File: src/rtl/ps2_pkg.sv
// Shared types and constants for the PS/2 receive (and future transmit) path.
// Latency: n/a (types, constants and a pure combinational helper only).
// Backpressure: n/a.
//
// Contents:
//   ps2_state_t    receiver FSM states {IDLE, RECV, CHECK}
//   ps2_chk_t      per-cause result of inspecting a completed 11-bit frame
//   PS2_FRAME_BITS bits per device-to-host frame (start, 8 data, parity, stop)
//   PS2_DATA_BITS  payload bits per frame
//   ps2_check()    classifies a frame laid out as {stop, par, d[7:0], start}
package ps2_pkg;

  localparam int PS2_FRAME_BITS = 11;
  localparam int PS2_DATA_BITS  = 8;

  typedef enum logic [1:0] {
    IDLE  = 2'd0,
    RECV  = 2'd1,
    CHECK = 2'd2
  } ps2_state_t;

  typedef struct packed {
    logic frame_bad;   // start bit 1 or stop bit 0
    logic parity_bad;  // data plus parity bit has an even number of ones
  } ps2_chk_t;

  // PS/2 uses odd parity over the data byte and the parity bit together.
  function automatic ps2_chk_t ps2_check(input logic [PS2_FRAME_BITS-1:0] f);
    ps2_chk_t r;
    r.frame_bad  = f[0] | ~f[PS2_FRAME_BITS-1];
    r.parity_bad = ~(^f[PS2_FRAME_BITS-2:1]);
    return r;
  endfunction

endpackage

File: src/rtl/ps2_byte_fifo.sv
// Byte FIFO with explicit occupancy count and sticky overflow flag.
// Latency: a written byte is visible on rd_data / count one clock after wr_en.
// Backpressure: none upstream; a write into a full FIFO (with no read in the same cycle) is dropped.
//
// Ports:
//   clk, reset      clock and synchronous active-high reset
//   wr_en, wr_data  push request and byte
//   rd_en           pop head byte (ignored when empty)
//   rd_data         head byte, combinational from the read pointer
//   empty, full     occupancy flags derived from count
//   count           bytes held, 0 .. 2**DEPTH_LOG2
//   overflow        sticky: a write was dropped; cleared by a successful pop
module ps2_byte_fifo
  import ps2_pkg::*;
#(
  parameter int DEPTH_LOG2 = 3
) (
  input  logic                     clk,
  input  logic                     reset,
  input  logic                     wr_en,
  input  logic [PS2_DATA_BITS-1:0] wr_data,
  input  logic                     rd_en,
  output logic [PS2_DATA_BITS-1:0] rd_data,
  output logic                     empty,
  output logic                     full,
  output logic [DEPTH_LOG2:0]      count,
  output logic                     overflow
);

  localparam int DEPTH = 1 << DEPTH_LOG2;
  localparam logic [DEPTH_LOG2:0] DEPTH_CNT = (DEPTH_LOG2 + 1)'(DEPTH);

  logic [PS2_DATA_BITS-1:0] mem [DEPTH];
  logic [DEPTH_LOG2-1:0]    wptr;
  logic [DEPTH_LOG2-1:0]    rptr;
  logic                     rd_ok;
  logic                     wr_ok;

  assign empty   = (count == '0);
  assign full    = (count == DEPTH_CNT);
  assign rd_data = mem[rptr];

  // A pop in the same cycle frees a slot, so a write at full is still accepted.
  // A pop at empty is ignored, so a simultaneous write simply lands.
  assign rd_ok = rd_en && !empty;
  assign wr_ok = wr_en && (!full || rd_ok);

  always_ff @(posedge clk) begin
    if (reset) begin
      wptr     <= '0;
      rptr     <= '0;
      count    <= '0;
      overflow <= 1'b0;
      // Cleared so the head byte reads as zero straight out of reset.
      for (int i = 0; i < DEPTH; i++) begin
        mem[i] <= '0;
      end
    end else begin
      if (wr_ok) begin
        mem[wptr] <= wr_data;
        wptr      <= wptr + 1'b1;
      end
      if (rd_ok) begin
        rptr <= rptr + 1'b1;
      end
      if (wr_ok && !rd_ok) begin
        count <= count + 1'b1;
      end else if (rd_ok && !wr_ok) begin
        count <= count - 1'b1;
      end
      // A drop in the same cycle as a pop keeps the flag set.
      if (wr_en && !wr_ok) begin
        overflow <= 1'b1;
      end else if (rd_ok) begin
        overflow <= 1'b0;
      end
    end
  end

endmodule

File: src/rtl/ps2_rx_ctrl.sv
// PS/2 device-to-host receiver: pin sync, clock glitch filter, frame FSM, timeout, byte FIFO.
// Latency: fifo_empty falls 2 clk after the stop-bit sample (CHECK cycle, then registered write).
// Backpressure: none toward the device; frames arriving while the FIFO is full are dropped.
//
// Ports:
//   clk, reset      clock and synchronous active-high reset
//   ps2c, ps2d      raw asynchronous PS/2 clock and data pins
//   fifo_rd         pop head byte (ignored when empty)
//   err_clr         clears parity_err / frame_err / timeout_err
//   fifo_data       head byte; fifo_empty / fifo_full / fifo_count occupancy
//   fifo_overflow   sticky: a good frame was dropped because the FIFO was full
//   parity_err      sticky: frame had even parity
//   frame_err       sticky: start bit 1 or stop bit 0
//   timeout_err     sticky: frame abandoned after TIMEOUT_CYCLES without a clock edge
//
// Optional build macro PS2_RX_ERR_STATS_EN adds saturating 8-bit per-cause error event
// counters err_cnt_parity / err_cnt_frame / err_cnt_timeout, cleared only by reset.
module ps2_rx_ctrl
  import ps2_pkg::*;
#(
  parameter int DEPTH_LOG2     = 3,
  parameter int SYNC_STAGES    = 3,
  parameter int FILTER_LEN     = 4,
  parameter int TIMEOUT_CYCLES = 50000
) (
  input  logic                     clk,
  input  logic                     reset,
  input  logic                     ps2c,
  input  logic                     ps2d,
  input  logic                     fifo_rd,
  input  logic                     err_clr,
  output logic [PS2_DATA_BITS-1:0] fifo_data,
  output logic                     fifo_empty,
  output logic                     fifo_full,
  output logic [DEPTH_LOG2:0]      fifo_count,
  output logic                     fifo_overflow,
  output logic                     parity_err,
  output logic                     frame_err,
  output logic                     timeout_err
`ifdef PS2_RX_ERR_STATS_EN
  ,
  output logic [7:0]               err_cnt_parity,
  output logic [7:0]               err_cnt_frame,
  output logic [7:0]               err_cnt_timeout
`endif
);

  localparam int FCW = $clog2(FILTER_LEN + 1);
  localparam logic [FCW-1:0] FILT_LAST = FCW'(FILTER_LEN - 1);
  localparam int TW = $clog2(TIMEOUT_CYCLES);
  localparam logic [TW-1:0] TMO_LAST = TW'(TIMEOUT_CYCLES - 1);
  localparam logic [3:0] LAST_BIT_IDX = 4'(PS2_FRAME_BITS - 1);

  // ---------------------------------------------------------------- sync
  logic [SYNC_STAGES-1:0] c_sync;
  logic [SYNC_STAGES-1:0] d_sync;
  logic                   c_s;
  logic                   d_s;

  // Reset to 1 so the idle-high bus does not look like a falling edge.
  always_ff @(posedge clk) begin
    if (reset) begin
      c_sync <= '1;
      d_sync <= '1;
    end else begin
      c_sync <= {c_sync[SYNC_STAGES-2:0], ps2c};
      d_sync <= {d_sync[SYNC_STAGES-2:0], ps2d};
    end
  end

  assign c_s = c_sync[SYNC_STAGES-1];
  assign d_s = d_sync[SYNC_STAGES-1];

  // ---------------------------------------------------------------- glitch filter
  logic           filt_c;
  logic [FCW-1:0] filt_cnt;
  logic           differ;
  logic           filt_flip;
  logic           sample;

  // filt_cnt counts consecutive synced samples that disagree with filt_c;
  // the FILTER_LEN-th disagreeing sample flips the filtered clock.
  assign differ    = (c_s != filt_c);
  assign filt_flip = differ && (filt_cnt == FILT_LAST);
  // Pulse in the cycle the filtered clock goes 1->0; data is taken from d_s here.
  assign sample    = filt_flip && filt_c;

  always_ff @(posedge clk) begin
    if (reset) begin
      filt_c   <= 1'b1;
      filt_cnt <= '0;
    end else if (!differ) begin
      filt_cnt <= '0;
    end else if (filt_flip) begin
      filt_c   <= c_s;
      filt_cnt <= '0;
    end else begin
      filt_cnt <= filt_cnt + 1'b1;
    end
  end

  // ---------------------------------------------------------------- frame FSM
  ps2_state_t                state;
  ps2_state_t                state_nxt;
  logic [PS2_FRAME_BITS-1:0] frame;
  logic [3:0]                bit_cnt;
  logic [TW-1:0]             tmo_cnt;
  logic                      tmo_hit;
  logic                      last_bit;
  ps2_chk_t                  chk;
  logic                      fifo_wr;
  logic                      set_par;
  logic                      set_frame;
  logic                      set_tmo;

  assign chk      = ps2_check(frame);
  assign last_bit = sample && (bit_cnt == LAST_BIT_IDX);
  // A sample arriving on the last allowed cycle still counts as progress.
  assign tmo_hit  = (state == RECV) && !sample && (tmo_cnt == TMO_LAST);

  always_ff @(posedge clk) begin
    if (reset) begin
      state <= IDLE;
    end else begin
      state <= state_nxt;
    end
  end

  always_comb begin
    state_nxt = state;
    fifo_wr   = 1'b0;
    set_par   = 1'b0;
    set_frame = 1'b0;
    set_tmo   = 1'b0;
    case (state)
      IDLE: begin
        // The falling edge that leaves IDLE carries the start bit.
        if (sample) begin
          state_nxt = RECV;
        end
      end
      RECV: begin
        if (last_bit) begin
          state_nxt = CHECK;
        end else if (tmo_hit) begin
          state_nxt = IDLE;
          set_tmo   = 1'b1;
        end
      end
      CHECK: begin
        state_nxt = IDLE;
        if (!chk.frame_bad && !chk.parity_bad) begin
          fifo_wr = 1'b1;
        end else begin
          set_frame = chk.frame_bad;
          set_par   = chk.parity_bad;
        end
      end
      default: begin
        state_nxt = IDLE;
      end
    endcase
  end

  // Frame shifts right so the first bit received (start) ends up in frame[0]
  // and the stop bit in frame[10] after eleven samples.
  always_ff @(posedge clk) begin
    if (reset) begin
      frame   <= '0;
      bit_cnt <= '0;
      tmo_cnt <= '0;
    end else begin
      if (sample && (state == IDLE || state == RECV)) begin
        frame   <= {d_s, frame[PS2_FRAME_BITS-1:1]};
        bit_cnt <= (state == IDLE) ? 4'd1 : bit_cnt + 4'd1;
      end
      if (state == RECV && !sample && !tmo_hit) begin
        tmo_cnt <= tmo_cnt + 1'b1;
      end else begin
        tmo_cnt <= '0;
      end
    end
  end

  // ---------------------------------------------------------------- error flags
  // A new error in the same cycle as err_clr keeps the flag set.
  always_ff @(posedge clk) begin
    if (reset) begin
      parity_err  <= 1'b0;
      frame_err   <= 1'b0;
      timeout_err <= 1'b0;
    end else begin
      parity_err  <= set_par   | (parity_err  & ~err_clr);
      frame_err   <= set_frame | (frame_err   & ~err_clr);
      timeout_err <= set_tmo   | (timeout_err & ~err_clr);
    end
  end

`ifdef PS2_RX_ERR_STATS_EN
  always_ff @(posedge clk) begin
    if (reset) begin
      err_cnt_parity  <= '0;
      err_cnt_frame   <= '0;
      err_cnt_timeout <= '0;
    end else begin
      if (set_par && err_cnt_parity != 8'hFF) begin
        err_cnt_parity <= err_cnt_parity + 8'd1;
      end
      if (set_frame && err_cnt_frame != 8'hFF) begin
        err_cnt_frame <= err_cnt_frame + 8'd1;
      end
      if (set_tmo && err_cnt_timeout != 8'hFF) begin
        err_cnt_timeout <= err_cnt_timeout + 8'd1;
      end
    end
  end
`endif

  // ---------------------------------------------------------------- byte FIFO
  ps2_byte_fifo #(
    .DEPTH_LOG2(DEPTH_LOG2)
  ) u_fifo (
    .clk      (clk),
    .reset    (reset),
    .wr_en    (fifo_wr),
    .wr_data  (frame[PS2_DATA_BITS:1]),
    .rd_en    (fifo_rd),
    .rd_data  (fifo_data),
    .empty    (fifo_empty),
    .full     (fifo_full),
    .count    (fifo_count),
    .overflow (fifo_overflow)
  );

endmodule

File: config.mk
export PLATFORM = sky130hd
export DESIGN_NAME = ps2_rx_ctrl
export DESIGN_NICKNAME = d
export VERILOG_FILES = /design/src/rtl/ps2_pkg.sv /design/src/rtl/ps2_byte_fifo.sv /design/src/rtl/ps2_rx_ctrl.sv
export SDC_FILE = /design/constraint.sdc
export NUM_CORES = 1
export LEC_CHECK = 0
export ABC_AREA = 1
export BUFFER_PORTS_ARGS = -buffer_cell sky130_fd_sc_hd__buf_2
export CAP_MARGIN = 20
export CORE_MARGIN = 1.5
export CORE_UTILIZATION = 55
export DETAILED_ROUTE_END_ITERATION = 16
export PLACE_DENSITY = 0.72
export SETUP_SLACK_MARGIN = 0.02
export SLEW_MARGIN = 25
export SYNTH_ARGS = -nofsm -noshare
export SYNTH_HDL_FRONTEND = slang
export SYNTH_SLANG_ARGS = --single-unit
File: constraint.sdc
create_clock -name clk -period 3 [get_ports clk]
set_input_delay 0.75 -clock clk [delete_from_list [all_inputs] [get_ports clk]]
set_output_delay 0.75 -clock clk [all_outputs]
set_load 0.01 [all_outputs]
# After elaboration in Yosys (flattened, before gate mapping)
# Memory sizes are Yosys's and may differ from the RTL's. A register that Yosys moved wholly into a read port is not among the register bits.
# Index checks and enable logic that the tools add are counted.
dict set report op_classes {
  n_bitwise 12
  muxes 28
  n_addsub 7
  n_reduce_logical 32
  eq_ne 9
}
# op count
set ops {}
lappend ops {{1-bit 2-to-1 mux} 17}
lappend ops {{16-bit by 1-bit adder with 16-bit output (second input constant)} 1}
lappend ops {{16-bit == test (second input constant)} 1}
lappend ops {{1-bit logical AND} 13}
lappend ops {{4-bit 2-to-1 mux} 3}
lappend ops {{3-bit by 1-bit adder with 3-bit output (second input constant)} 3}
lappend ops {{3-bit 2-to-1 mux} 3}
lappend ops {{9-bit XOR reduction} 1}
lappend ops {{4-bit by 1-bit adder with 4-bit output (second input constant)} 2}
lappend ops {{4-bit == test (second input constant)} 2}
lappend ops {{8-bit 2-to-1 mux} 1}
lappend ops {{8-bit OR reduction} 1}
lappend ops {{1-bit logical NOT} 7}
lappend ops {{2-bit 2-to-1 mux} 3}
lappend ops {{1-bit NOT} 5}
lappend ops {{4-bit logical NOT} 1}
lappend ops {{1-bit bitwise OR} 4}
lappend ops {{2-bit one-hot mux with 2 select lines} 1}
lappend ops {{2-bit AND reduction} 2}
lappend ops {{2-bit nonzero test} 2}
lappend ops {{4-bit by 1-bit subtractor with 4-bit output (second input constant)} 1}
lappend ops {{1-bit bitwise AND} 3}
lappend ops {{3-bit by 2-bit == test with 1-bit output (second input constant)} 1}
lappend ops {{3-bit inequality test (second input constant)} 1}
lappend ops {{other kinds (8)} 9}
dict set report word_totals {
  out_inout_bits 18
  regBits 57
  n_memories 1
  in_bits 6
  mem_bits_rw 64
  word_cells 104
}
# name depth word_bits read_ports rd_clocked_by_memory_dff write_ports line_no
set mem_list {}
lappend mem_list {u_fifo.mem 8 8 1 1 8 ps2_byte_fifo.sv:33} ;# logic [PS2_DATA_BITS-1:0] mem [DEPTH];

# Depth between registers and ports, before layout
dict set report depth {
  ltp_word 12
  ltp_mapped 22
  mapped_depth_nobuf 22
}

# Modules after synthesis
# A second synthesis with hierarchy kept.
dict set report hier_totals {
  hier_cells 630
  area_unflattened_um2 5559.1
}
# mod area_each_um2 instances cells_each seq_area_each_um2
set modules_own_cells {}
lappend modules_own_cells {ps2_byte_fifo 3509.6 1 364 2202.1}
lappend modules_own_cells {ps2_rx_ctrl 2049.5 1 266 920.9}

# Least setup slack after synthesis
# OpenSTA, ideal clock, no wires.
dict set report synth_timing {
  path_type {reg-to-reg}
  startpoint {register u_fifo.count[0]}
  endpoint {register u_fifo.count[3]}
  arrival_ns 2.422
  period_less_slack_ns 2.542
  setup_ns 0.119
  n_path_buf 0
  path_stages_with_launch 18
  t_required_ns 2.881
  setup_slack_ns 0.458
  cell_sequence {dfxtp_1 nor2_1 inv_1 nor3_2 nand2_1 nand3_2 inv_2 ha_1 inv_1 ha_1 nand2_1 nand2_1 a21oi_1 nor2_1 nor2_1 nand2_1 o21ai_0 a21oi_1}
}
dict set report synth_via {
  elab_cells_between_ends 16
  classes_between {add/sub (2); eq/ne (1); mux (2); reduce/logical (11)}
}
# item line_no
set synth_rtl {}
lappend synth_rtl {{from (decl)} ps2_byte_fifo.sv:26} ;# output logic [DEPTH_LOG2:0] count,
lappend synth_rtl {{from (signal assigned)} ps2_byte_fifo.sv:67} ;# count <= count + 1'b1;
lappend synth_rtl {{from (signal assigned)} ps2_byte_fifo.sv:69} ;# count <= count - 1'b1;
lappend synth_rtl {{4-bit == test *} ps2_byte_fifo.sv:40} ;# assign full = (count == DEPTH_CNT);
lappend synth_rtl {{named net fifo_full} ps2_rx_ctrl.sv:34} ;# output logic fifo_full,
lappend synth_rtl {{1-bit logical NOT *} ps2_byte_fifo.sv:46} ;# assign wr_ok = wr_en && (!full || rd_ok);
lappend synth_rtl {{1-bit logical OR *} ps2_byte_fifo.sv:46}
lappend synth_rtl {{1-bit logical AND *} ps2_byte_fifo.sv:46}
lappend synth_rtl {{1-bit logical NOT} ps2_byte_fifo.sv:68} ;# end else if (rd_ok && !wr_ok) begin
lappend synth_rtl {{1-bit logical AND} ps2_byte_fifo.sv:68}
lappend synth_rtl {{2-bit nonzero test (no source line)} n/a}
# The timed path passes the listed nets; every way through them passes the cells marked *. The select of a mux whose other input is x is not followed.
# A chain may end at the register's enable or synchronous reset.

==> impl_metrics.csv <==
group,metric,value,unit
outcome,status,"complete, no violations",
clock_tree,cts_made_buffers,17,
floorplanning,core-area,0.0104,sq mm
floorplanning,die-area,0.0114,sq mm
floorplanning,core.rowCount,37,
power,p_leak,2.34,nW
route,drtIter0Drc,313,
logic_synthesis,seq_area_frac_synth,52.9,%
clock_tree,cts_root_buffer,"clkbuf_8",
clock_tree,clock_latency,0.53,ns
logic_synthesis,ys_seq_elements,124,
place,post-place-ws,0.215,ns
sta,clock_skew,0.00887,ns
setup_path,worstPathMaxFanout,16,
setup_path,r2r-end,"u_fifo.count[3]$_SDFFE_PP0P_",
power,ir_worst_vdd,0.381,mV
sta,fin_ws,0.147,ns
clock_tree,htree_levels,4,
cells_and_area,area_delta_synth_final,14.5,%
route,drcViolationCount,0,
place,dp_hpwl,9000,um
floorplanning,ios,24,
cells_and_area,multi_input_area,0.00240,sq mm
floorplanning,die_h,107,um
setup_path,r2r_start,"frame[6]$_SDFFE_PP0P_",
place,io_buffers,23,
cells_and_area,diodes,0,
clock_tree,clockBufferDepth,2,
setup_path,cp-end-kind,"output port",
cells_and_area,seqCellArea,0.00312,sq mm
route,ant_nets,0,
flow_run,max_cap_violations,0,
setup_path,cp.required,2.25,ns
setup_path,ff2ff_setup_slack,0.24,ns
sta,setup_viol,0,
floorplanning,start_util,57.0,%
sta,rsz0062_at_grt,"true",
hold_path,hold_start,"ps2d",
clock_tree,cts_tree,"done",
sta,finalCritPeriodShare,95.1,%
logic_synthesis,netlist-cell-type-count,37,
power,power_density,718,mW/mm^2
cells_and_area,nets,673,
setup_path,r2r_cells,21,
global_route,grt_pass1_vias,4368,
route,drt-total-wl,13100,um
sta,slew_headroom,38.8,%
power,power.total,4.86,mW
clock_tree,path_clk_slew,0.06,ns
sta,fin_crit,2.85,ns
cells_and_area,drive_gt1_share,22.7,%
global_route,grt_pass1_wl,21700,um
sta,max_freq,351,MHz
hold_path,min_to,"d_sync[0]$_SDFF_PP1_",
sta,worst_pin_slew,0.912,ns
hold_path,hp-class,"in -> reg",
global_route,track_usage,25.0,%
route,wire_per_inst,16.3,um
setup_path,worstSetupPathType,"reg -> out",
logic_synthesis,avgSynthCellArea,9.47,sq um
route,viasPerCell,5.63,
logic_synthesis,syn_nets,641,
setup_path,startpoint_type,"register",
route,vias,4534,
logic_synthesis,synthCells,624,
global_route,grt_antenna_before_repair,0,
floorplanning,die_x,107,um
setup_path,crit_arrival,2.10,ns
route,drt_first_pass_iters,5,
global_route,grt_remaining_overflow,0,
cells_and_area,fill_cells,807,
logic_synthesis,syn_area,0.00591,sq mm
logic_synthesis,yosysWarningCount,0,
sta,drv_slew,0,
place,place_congestion,0.843,
sta,hold_violations,0,
global_route,grt_max_degree,33,
clock_tree,cts_sinks,124,
clock_tree,cts_hold_buf,0,
hold_path,whs_path_depth,2,
## kinds of logic (layout without fill, tap and decap cells)
logic type                 after synthesis  count (layout)  synth area share, %
AOI/OAI and AO/OA                      113             113                 10.2
xor gates and xnor gates                 7               7                 1.04
adders and majority gates               11              11                 2.46
buffers and inverters                   85             130                 6.67
DFF                                    124             124                 52.9
and+or+nand+nor                        284             284                 26.8
## layout by cell type (no fill, tap or decap), types with 4 or more instances in the layout
cell,synthesis,routed
o22ai_1,9,9
ha_1,10,10
a31oi_1,9,9
buf_2,2,23
or2_2,6,6
inv_4,2,5
buf_4,0,16
edfxtp_1,64,64
clkinv_2,0,4
nor3_2,50,50
o21ai_0,63,61
xor2_1,7,7
nand2_1,65,65
inv_2,7,4
clkbuf_16,0,16
nor3_1,24,24
clkinvlp_4,0,4
inv_1,46,45
dfxtp_1,60,59
nand3_1,14,14
nand2_2,4,4
nor2_1,101,101
nand4_1,6,6
a21oi_1,28,28
## per-stage QoR
step / hold WS, ns / instances / utilization, % / instance area (sq um) / setup TNS, ns
floorplan: 0.389 / 624 / - / 5910 / 0
detailed placement: 0.395 / 773 / 59.3 / 6150 / 0
global placement: 0.393 / 773 / 59.3 / 6150 / 0
finish: 0.397 / 805 / 65.2 / 6770 / 0
global route: 0.402 / 805 / 65.2 / 6770 / -0.00833
CTS: 0.387 / 805 / 65.0 / 6740 / 0
## cell usage after synthesis (all sizes together)
library cell	number	area share (%)
fa	1	0.34
dfxtp	60	20
o22ai	9	0.95
nor3b	1	0.13
clkbuf	16	1.0
nor2	101	6.4
and3	2	0.21
edfxtp	64	33
nor3	75	11
o32ai	1	0.15
or2	6	0.64
nand2	70	4.7
o2111ai	1	0.15
xor2	7	1.0
inv	55	3.6
o21a	1	0.13
a31o	1	0.15
nor4	3	0.32
buf	12	1.9
clkinv	2	0.13
ha	10	2.1
nand4	9	1.7
o21ai	63	5.3
a21oi	28	2.4
a31oi	9	0.95
nand3	17	1.8
## registers in the layout, summed over array words and instances (netlist names), 2 cells and up, named ones only
register      cells
filt_cnt          3
u_fifo.count      4
u_fifo.rptr       3
tmo_cnt          16
frame            11
u_fifo.wptr       3
state             2
bit_cnt           4
u_fifo.mem       64
c_sync            3
d_sync            3
## worst max path at each step
stage / depth (start not counted) / endpoint / slack (ns) / start
floorplan: 17 / u_fifo.count[3]$_SDFFE_PP0P_ / 0.46 / u_fifo.count[0]$_SDFFE_PP0P_
global placement: 10 / u_fifo.mem[0][0]$_SDFFCE_PN0P_ / 0.36 / frame[8]$_SDFFE_PP0P_
detailed placement: 21 / u_fifo.count[3]$_SDFFE_PP0P_ / 0.22 / frame[5]$_SDFFE_PP0P_
CTS: 6 / fifo_data[7] / 0.06 / register
global route: 22 / u_fifo.count[3]$_SDFFE_PP0P_ / -0.008 / frame[1]$_SDFFE_PP0P_
finish: 6 / fifo_data[7] / 0.15 / register
## routing by layer
| metal | track usage [%] | wire (um) | vias up |
|---|---|---|---|
| li1 | - | - | 2211 |
| met1 | 31.8 | 5630 | 2152 |
| met2 | 41.1 | 6530 | 146 |
| met3 | 6.02 | 688 | 25 |
| met4 | 10.1 | 273 | 0 |
| met5 | 0 | 0 | - |
## critical path, cell delays in order, from the launching register on
cell,delay [ns]
dfxtp_1,0.39
buf_4,0.26
o21ai_0,0.13
o22ai_1,0.16
nor2_1,0.09
a31oi_1,0.34
buf_2,0.20
## area by class of cell
cell class	count	share of cell area (%)
Timing Repair Buffer	41	3.81
Clock inverter	15	2.53
Multi-Input combinational cell	415	35.4
Clock buffer	17	6.12
Inverter	57	3.40
Tap cell	136	2.52
Sequential cell	124	46.2
## power breakdown
| part | switching, mW | internal (mW) |
|---|---|---|
| logic | 0.580 | 0.321 |
| clock network | 0.758 | 1.26 |
| registers | 0.0658 | 1.87 |
| total | 1.40 | 3.46 |
## repair_timing
action                                  4_1_cts  5_1_grt
endpoints found under the setup margin        0        8
resized for setup                             0        8
buffers inserted                              0        0
(Power assumes the default switching activity.)
